**src/rtl/ddr_rd_burst_ctrl.sv**
```systemverilog
// ddr_rd_burst_ctrl: reads a frame buffer from DDR as fixed-length read bursts
// and forwards every 256-bit beat into the downstream read FIFO. Bursts are
// only issued while the FIFO has at least 2*BURST_LEN words of headroom.
//
// Handshake semantics: a transfer happens on a rising edge where valid and
// ready are both high. axi_arvalid is held with a stable axi_araddr/axi_arlen
// until accepted. axi_rready is high for the whole RDATA state, so a burst
// completes at the rate the slave sends beats. fifo_wr_en has no ready.
//
// The FSM state is held in state_q, which checkers can bind to directly.
module ddr_rd_burst_ctrl #(
  parameter int ADDR_WIDTH  = 28,
  parameter int DATA_WIDTH  = 256,
  parameter int BURST_LEN   = 16,
  parameter int FRAME_BASE  = 0,
  parameter int FRAME_BEATS = 115200,
  parameter int FIFO_DEPTH  = 256,
  parameter int LEVEL_WIDTH = 9
) (
  input  logic                  rd_clk,
  input  logic                  rd_rst,
  input  logic                  enable,
  input  logic                  frame_start,
  input  logic [LEVEL_WIDTH-1:0] fifo_wr_water_level,
  output logic                  fifo_wr_en,
  output logic [DATA_WIDTH-1:0] fifo_wr_data,
  output logic [ADDR_WIDTH-1:0] axi_araddr,
  output logic [7:0]            axi_arlen,
  output logic                  axi_arvalid,
  input  logic                  axi_arready,
  input  logic [DATA_WIDTH-1:0] axi_rdata,
  input  logic                  axi_rvalid,
  input  logic                  axi_rlast,
  output logic                  axi_rready,
  output logic                  busy,
  output logic                  frame_done,
  output logic                  rd_err
);

  localparam int NBURSTS = FRAME_BEATS / BURST_LEN;
  localparam int BL_W    = (NBURSTS < 2) ? 1 : $clog2(NBURSTS + 1);
  localparam logic [31:0]           LEVEL_LIMIT = 32'(FIFO_DEPTH - 2 * BURST_LEN);
  localparam logic [ADDR_WIDTH-1:0] BURST_BYTES = ADDR_WIDTH'(BURST_LEN * 32);
  localparam logic [ADDR_WIDTH-1:0] BASE_ADDR   = ADDR_WIDTH'(FRAME_BASE);
  localparam logic [BL_W-1:0]       RELOAD      = BL_W'(NBURSTS);
  localparam logic [8:0]            LAST_BEAT   = 9'(BURST_LEN - 1);

  typedef enum logic [1:0] {IDLE, AREQ, RDATA} state_t;

  state_t          state_q;
  state_t          state_d;
  logic [BL_W-1:0] bursts_left;
  logic [8:0]      beat_cnt;
  logic            pending;

  logic ar_fire;
  logic r_fire;
  logic level_ok;
  logic restart;
  logic go;

  assign ar_fire  = axi_arvalid & axi_arready;
  assign r_fire   = axi_rvalid & axi_rready;
  assign level_ok = 32'(fifo_wr_water_level) <= LEVEL_LIMIT;
  // A restart (new or pending frame_start) is applied only from IDLE so an
  // issued burst is never cut short.
  assign restart  = (state_q == IDLE) && (frame_start || pending);
  assign go       = enable && (bursts_left != '0) && !frame_start && !pending && level_ok;

  assign axi_arvalid = (state_q == AREQ);
  assign axi_rready  = (state_q == RDATA);
  assign axi_arlen   = 8'(BURST_LEN - 1);

  // FSM state register.
  always_ff @(posedge rd_clk or posedge rd_rst) begin
    if (rd_rst) state_q <= IDLE;
    else        state_q <= state_d;
  end

  // FSM next state: issue, wait for address accept, collect beats until rlast.
  always_comb begin
    state_d = state_q;
    case (state_q)
      IDLE:    if (go) state_d = AREQ;
      AREQ:    if (ar_fire) state_d = RDATA;
      RDATA:   if (r_fire && axi_rlast) state_d = IDLE;
      default: state_d = IDLE;
    endcase
  end

  // Frame bookkeeping: address, burst count, beat count, status flags.
  always_ff @(posedge rd_clk or posedge rd_rst) begin
    if (rd_rst) begin
      axi_araddr  <= BASE_ADDR;
      bursts_left <= '0;
      beat_cnt    <= '0;
      pending     <= 1'b0;
      busy        <= 1'b0;
      frame_done  <= 1'b0;
      rd_err      <= 1'b0;
    end else begin
      frame_done <= 1'b0;
      if (restart) begin
        axi_araddr  <= BASE_ADDR;
        bursts_left <= RELOAD;
        busy        <= 1'b1;
        pending     <= 1'b0;
      end else if (frame_start) begin
        pending <= 1'b1;
      end
      if (ar_fire) begin
        axi_araddr <= axi_araddr + BURST_BYTES;
        beat_cnt   <= '0;
      end
      if (r_fire) begin
        beat_cnt <= beat_cnt + 9'd1;
        if (axi_rlast != (beat_cnt == LAST_BEAT)) rd_err <= 1'b1;
        if (axi_rlast) begin
          bursts_left <= bursts_left - BL_W'(1);
          if (bursts_left == BL_W'(1)) begin
            frame_done <= 1'b1;
            busy       <= 1'b0;
            axi_araddr <= BASE_ADDR;
          end
        end
      end
    end
  end

  // One register stage from the read channel into the FIFO.
  always_ff @(posedge rd_clk or posedge rd_rst) begin
    if (rd_rst) begin
      fifo_wr_en   <= 1'b0;
      fifo_wr_data <= '0;
    end else begin
      fifo_wr_en <= r_fire;
      if (r_fire) fifo_wr_data <= axi_rdata;
    end
  end

endmodule

```
**config.mk**
```make
export PLATFORM = sky130hd
export DESIGN_NAME = ddr_rd_burst_ctrl
export DESIGN_NICKNAME = d
export VERILOG_FILES = /design/src/rtl/ddr_rd_burst_ctrl.sv
export SDC_FILE = /design/constraint.sdc
export NUM_CORES = 1
export LEC_CHECK = 0
export CAP_MARGIN = 40
export CORE_AREA = 2 2 218 220
export DETAILED_ROUTE_END_ITERATION = 6
export DIE_AREA = 0 0 220 222
export SLEW_MARGIN = 30
export SYNTH_ARGS = -nofsm -noshare
export SYNTH_HDL_FRONTEND = slang
export SYNTH_SLANG_ARGS = --single-unit
```
**constraint.sdc**
```tcl
create_clock -name rd_clk -period 10.7 [get_ports rd_clk]
set_input_delay 1.605 -clock rd_clk [delete_from_list [all_inputs] [get_ports rd_clk]]
set_output_delay 1.605 -clock rd_clk [all_outputs]
set_load 0.02 [all_outputs]
```
### Yosys cells after proc, flatten, opt, wreduce, memory -nomap -nowiden

Cells that the tools add are included.

* logic and storage cells: 62
* input bits: 272
* register bits after elaboration: 313
* output and inout bits: 298

* bitwise operators: 2
* equal/unequal tests: 8
* $add $sub $neg: 3
* reduce and logical (&&, ||, !) cells: 15
* muxes and demuxes: 23
* $lt $le $gt $ge: 1

Operator list (number)
* 28-bit two-way mux: 5
* 13-bit two-way mux: 3
* 28-bit by 10-bit adder with 28-bit output (second input constant): 1
* 9-bit two-way mux: 2
* 13-bit by 1-bit == test with 1-bit output (second input constant): 1
* 13-bit nonzero test: 1
* 13-bit by 1-bit subtractor with 13-bit output (second input constant): 1
* 9-bit by 1-bit adder with 9-bit output (second input constant): 1
* 9-bit by 4-bit == test with 1-bit output (second input constant): 1
* 9-bit by 8-bit less-or-equal comparator with 1-bit output (second input constant): 1
* 1-bit two-way mux: 9
* 1-bit logical AND: 6
* 2-bit two-way mux: 3
* 2-bit case mux with 3 select lines: 1
* 2-bit by 1-bit != test with 1-bit output (second input constant): 2
* 2-bit nonzero test: 2
* 3-bit AND reduction: 1
* 1-bit bitwise AND: 2
* 2-bit by 1-bit == test with 1-bit output (second input constant): 1
* 2-bit == test (second input constant): 1
* 1-bit logical NOT: 2
* 2-bit logical NOT: 1
* 2-bit != test (second input constant): 1
* 2-bit AND reduction: 1
* other kinds (2): 2

### Longest topological paths before layout

* depth after elaboration: 7
* depth in mapped cells: 7
* gate-level depth less buffers: 6

### Least setup slack after synthesis

No wires, ideal clock.

* kind: input-to-reg
* from: input port axi_rvalid
* to: register fifo_wr_data[72]
* data required time: 10635 ps
* slack: 7818 ps
* cell stages on the path: 6
* buffers on the path: 3
* library setup time: 65 ps
* arrival: 2817 ps
* path through: nand3b_1 > clkbuf_1 > clkbuf_1 > clkbuf_1 > nand2_1 > nand2_1

* word-level cells in the longest chain between the ends: 1

Ends and longest elaborated chain
* start: declaration: line 32 `input logic axi_rvalid,`
* 1-bit bitwise AND: line 63 `assign r_fire = axi_rvalid & axi_rready;`
* end signal: assignment: line 137 `if (r_fire) fifo_wr_data <= axi_rdata;`
* end: declaration: line 26 `output logic [DATA_WIDTH-1:0] fifo_wr_data,`

Every way passes these cells.
A chain may end at the register's enable or synchronous reset.

### Worst setup path in the final report

* from: input port axi_rvalid
* to: register fifo_wr_data[36]

Same word-level chain as after synthesis.

==> out/summary.md <==
For this design the ratio of total power to cell area is 285 nW/µm². For this run, the detailed router's first-pass iteration total came to 5. The sequential share of the synthesized area was 63.6%. The tools report the maximum number of pins on one net before global-route repair as 158.

Most common flop cell mapped by yosys: sky130_fd_sc_hd__dfrtp_1. The number of buffer and inverter instances along the worst setup path is 5. Clock-pin slew was measured on the worst setup and hold paths at 0.06 ns.

Number of buffers added on ports: 561. The die width was 220 µm. CTS placed an instance of sky130_fd_sc_hd__clkbuf_16 at the clock tree root. The kind of cell with the highest combined delay along the critical path is buffers and inverters. The signal on the critical path passes through clkdlybuf4s50_1 > nand3b_1 > buf_4 > buf_12 > inv_8 > buf_4 > nand2_1 > nand2_1. After global routing the overflow that remains totals 0. Summed over all instances, the cell type with the most area after synthesis is sky130_fd_sc_hd__dfrtp_1.

Proportion of register bits with asynchronous set or reset after synthesis: 100%. The largest fanout on the critical path was 112; the routed length per placed instance was 16.9 µm. The run gives 0.00883 ns as the setup skew after layout.

For this run, the slowest stage of the critical path takes 0.71 ns. The number of cell rows came out at 79. The run gives 0.53 ns as the insertion delay of the later-clocked pin in the worst-skew pair. Derived from the worst setup path, the maximum achievable clock frequency is 263 MHz.

The tools report the reg-to-reg startpoint as state_q[0]. Clock sink total: 313. The endpoint identified for the worst register-to-register timing path is fifo_wr_data[36].

In this run, the number of DRC markers left after iteration 0 of detailed routing was 620. The critical path data required time was 11.17 ns. By area the synthesized netlist is led by sky130_fd_sc_hd__dfrtp_1 64%, sky130_fd_sc_hd__nand2_1 24%, sky130_fd_sc_hd__clkbuf_1 1.8%. Count of yosys warnings during synthesis: 0. The die covers 48800 µm². The depth of the worst register-to-register path was 7; the summed area of non-filler cells in the final layout was 19800 µm². The run gives 0 as the count of endpoints failing hold in the final timing report. After detailed routing, the number of vias per cell comes to 4.33.

At the worst endpoint, the arrival time is 4.28 ns. The via count of the routed design came out at 11000. The number of global-route vias before repair was 11400. In this run the cell area of the synthesized design comes to 12300 µm². The run gives 0 as the number of failing setup endpoints in the final timing report. The post-route netlist has 4.04% of its cells at a drive strength greater than 1.

The initial utilization of the core area, before any placement, comes to 26.6%. I/O pin total: 570. In this run the mean area of a mapped cell was 9.06 µm².

Wires add up to 42.9 mm. The tools report the max capacitance violation total as 0. The count of nets left with antenna violations after detail routing was 0; the number of enable-type register cells in the synthesized netlist was 0.

In the final timing run, aggregate negative setup slack is 0 ns. After layout, the worst path uses 35.6% of the clock period. The setup check on the worst reg-to-reg path leaves a slack of 7.91 ns. The core area was 46300 µm²; the worst IR drop on VDD was 169 µV. From synthesis to final layout, the design area changed by 61.1%. The logs give 4488 for the fill cell instance count of the final layout and 0 for the count of cells resized by post-cts repair.

The share of synthesized area in the top cell type comes to 63.6%. After detailed routing, the number of remaining DRC violations is 0. The level count of the clock H-tree is 2. Once layout is complete, the utilization of the core stands at 42.9%. The min-delay analysis places its worst path in the category register to register. Startpoint-to-endpoint class of the critical path: input pin to register.

The HPWL after detailed placement is 30.7 mm. The netlist uses 47 different library cells. Global routing used 17.4% of the available tracks across all layers. The worst setup path is launched from an input pin. The number of nets in the layout came out at 2183. TritonCTS built the clock tree. The number of buffers created by CTS was 38. The run finished with clean final reports. The startpoint identified for the worst hold timing path is fifo_wr_data[105].

Time the worst path needs with I/O delays and setup: 3.81 ns. STA classifies the critical path endpoint as a register. At the pin with the least slew margin, the transition time is 0.844 ns.

The worst slew margin relative to its limit was 43.8%. The slowest stage of the critical path belongs to the cell sky130_fd_sc_hd__buf_4. For the number of buffers between clock root and the deepest sink, the log shows 3. Synthesis produced a netlist whose cell count is 1360.

The worst hold path passes through 2 cells. Buffers inserted to repair hold after CTS numbered 0. The run gives 66.0 mm as the global-route wire length before repair. The design draws 5660 µW.

Once placement finished, the instance area stood at 18600 µm². Initial antenna violation count: 5. The tools report the endpoint of the worst hold path as fifo_wr_data[105]. Setup repair after global routing left no endpoint under its margin. The count of final max-slew check failures is 0. Synthesis inferred 313 register bits.

Buffers added to address setup during post-CTS repair amount to 0. At the end of routability-driven placement, the weighted congestion stood at 0.809. Summed over all cells, the static leakage comes to 0.00944 µW. In this run the vertical extent of the chip is 222 µm.
-- area by class of cell --
type	count	area [µm²]	area share [%]
flip-flops and latches	313	7830	39.5
repair buffers	573	5790	29.2
multi-input cells	970	4170	21.0
clock buffers	55	1110	5.57
well taps	607	759	3.83
clock inverters	12	123	0.618
inverters	10	52.6	0.265
diodes	3	7.51	0.0378
-- stage by stage --
stage / hold WS [ns] / std cells / worst slack [ns]
after floorplan: 0.439 / 1366 / 0.437
after global placement: 0.456 / 2469 / 6.36
after detailed placement: 0.448 / 2471 / 6.29
after CTS: 0.473 / 2538 / 6.88
after global routing: 0.489 / 2541 / 6.62
final: 0.467 / 2543 / 6.89
-- cell usage in the layout, fill, tap and decap left out, types with 7 or more instances in the layout --
| master | instances |
|---|---|
| sky130_fd_sc_hd__nand2_1 | 787 |
| sky130_fd_sc_hd__clkdlybuf4s50_1 | 561 |
| sky130_fd_sc_hd__dfrtp_1 | 313 |
| sky130_fd_sc_hd__clkbuf_16 | 39 |
| sky130_fd_sc_hd__nor2_1 | 21 |
| sky130_fd_sc_hd__nand3_1 | 17 |
| sky130_fd_sc_hd__a21oi_1 | 14 |
| sky130_fd_sc_hd__o21ai_0 | 12 |
| sky130_fd_sc_hd__or4_1 | 10 |
| sky130_fd_sc_hd__and2_1 | 9 |
| sky130_fd_sc_hd__clkbuf_1 | 9 |
| sky130_fd_sc_hd__inv_1 | 8 |
| sky130_fd_sc_hd__xnor2_1 | 8 |
| sky130_fd_sc_hd__conb_1 | 8 |
| sky130_fd_sc_hd__mux2i_1 | 7 |
| sky130_fd_sc_hd__or3_1 | 7 |
| sky130_fd_sc_hd__clkbuf_8 | 7 |
-- synth_stat cells, types with 2 or more instances --
cell                       number
sky130_fd_sc_hd__a21oi_1       14
sky130_fd_sc_hd__nand3_1       17
sky130_fd_sc_hd__conb_1         2
sky130_fd_sc_hd__or2_2          2
sky130_fd_sc_hd__xor2_1         5
sky130_fd_sc_hd__mux2i_1        7
sky130_fd_sc_hd__dfrtp_1      313
sky130_fd_sc_hd__and4b_1        2
sky130_fd_sc_hd__a21o_1         2
sky130_fd_sc_hd__o21ai_0       12
sky130_fd_sc_hd__ha_1           5
sky130_fd_sc_hd__or3_1          7
sky130_fd_sc_hd__buf_4          9
sky130_fd_sc_hd__nor2b_1        2
sky130_fd_sc_hd__nor3_1         7
sky130_fd_sc_hd__xnor2_1        8
sky130_fd_sc_hd__o211ai_1       2
sky130_fd_sc_hd__nand2_1      787
sky130_fd_sc_hd__nand2b_1       3
sky130_fd_sc_hd__inv_1          9
sky130_fd_sc_hd__nand4_1        6
sky130_fd_sc_hd__nor2_1        21
sky130_fd_sc_hd__o21ai_1        3
sky130_fd_sc_hd__nand4b_1       2
sky130_fd_sc_hd__and2_1         9
sky130_fd_sc_hd__and4_1         2
sky130_fd_sc_hd__clkbuf_1      59
sky130_fd_sc_hd__o311ai_0       6
sky130_fd_sc_hd__nor4_1         5
sky130_fd_sc_hd__and3_1         3
sky130_fd_sc_hd__buf_1          4
sky130_fd_sc_hd__or4_1         10
-- state kept, by name, summed over array words and instances, names as in the netlist --
register / count
pending: 1
fifo_wr_data: 256
busy: 1
rd_err: 1
frame_done: 1
axi_araddr: 28
fifo_wr_en: 1
state_q: 2
beat_cnt: 9
bursts_left: 13
-- worst max-delay path by stage --
| stage | cells after the start | slack [ns] | startpoint | end |
|---|---|---|---|---|
| global placement | 7 | 6.36 | axi_rvalid | fifo_wr_data[57] |
| global route | 8 | 6.62 | axi_rvalid | fifo_wr_data[36] |
| detailed placement | 7 | 6.29 | axi_rvalid | fifo_wr_data[36] |
| floorplan | 1 | 0.44 | rd_rst | axi_araddr[0] |
| finish | 8 | 6.89 | axi_rvalid | fifo_wr_data[36] |
| CTS | 7 | 6.88 | axi_rvalid | fifo_wr_data[120] |
-- per-layer routing --
metal,global-route usage (%),wire length (µm),part of all wire [%],vias to the layer above
met5,0,27,0.063,-
met4,5.48,1130,2.6,4
met3,6.30,3900,9.1,65
met2,29.5,21100,49,394
met1,20.2,16700,39,5219
li1,-,-,-,5321
-- logic make-up after synthesis --
kind of cell / Yosys count / synth area share (%)
other: 2 / 0.0610
flip-flops: 313 / 63.6
AND/OR/NAND/NOR: 892 / 29.1
adder cells (fa/ha/maj): 5 / 0.508
XOR/XNOR: 13 / 0.924
buffers and inverters: 83 / 2.81
AO/OA/AOI/OAI: 45 / 2.42
multiplexers: 7 / 0.569
-- report_power, final --
| group | internal, µW | switching [µW] | total, µW |
|---|---|---|---|
| clock network | 766 | 508 | 1270 |
| logic | 1090 | 1370 | 2450 |
| registers | 1660 | 277 | 1930 |
-- worst min-delay path, cell delays in order, from the launching register on --
cell and delay (ns):
sky130_fd_sc_hd__dfrtp_1 0.33, sky130_fd_sc_hd__nand2_1 0.05, sky130_fd_sc_hd__nand2_1 0.05
Note: power is estimated with default switching activity, not from simulation.
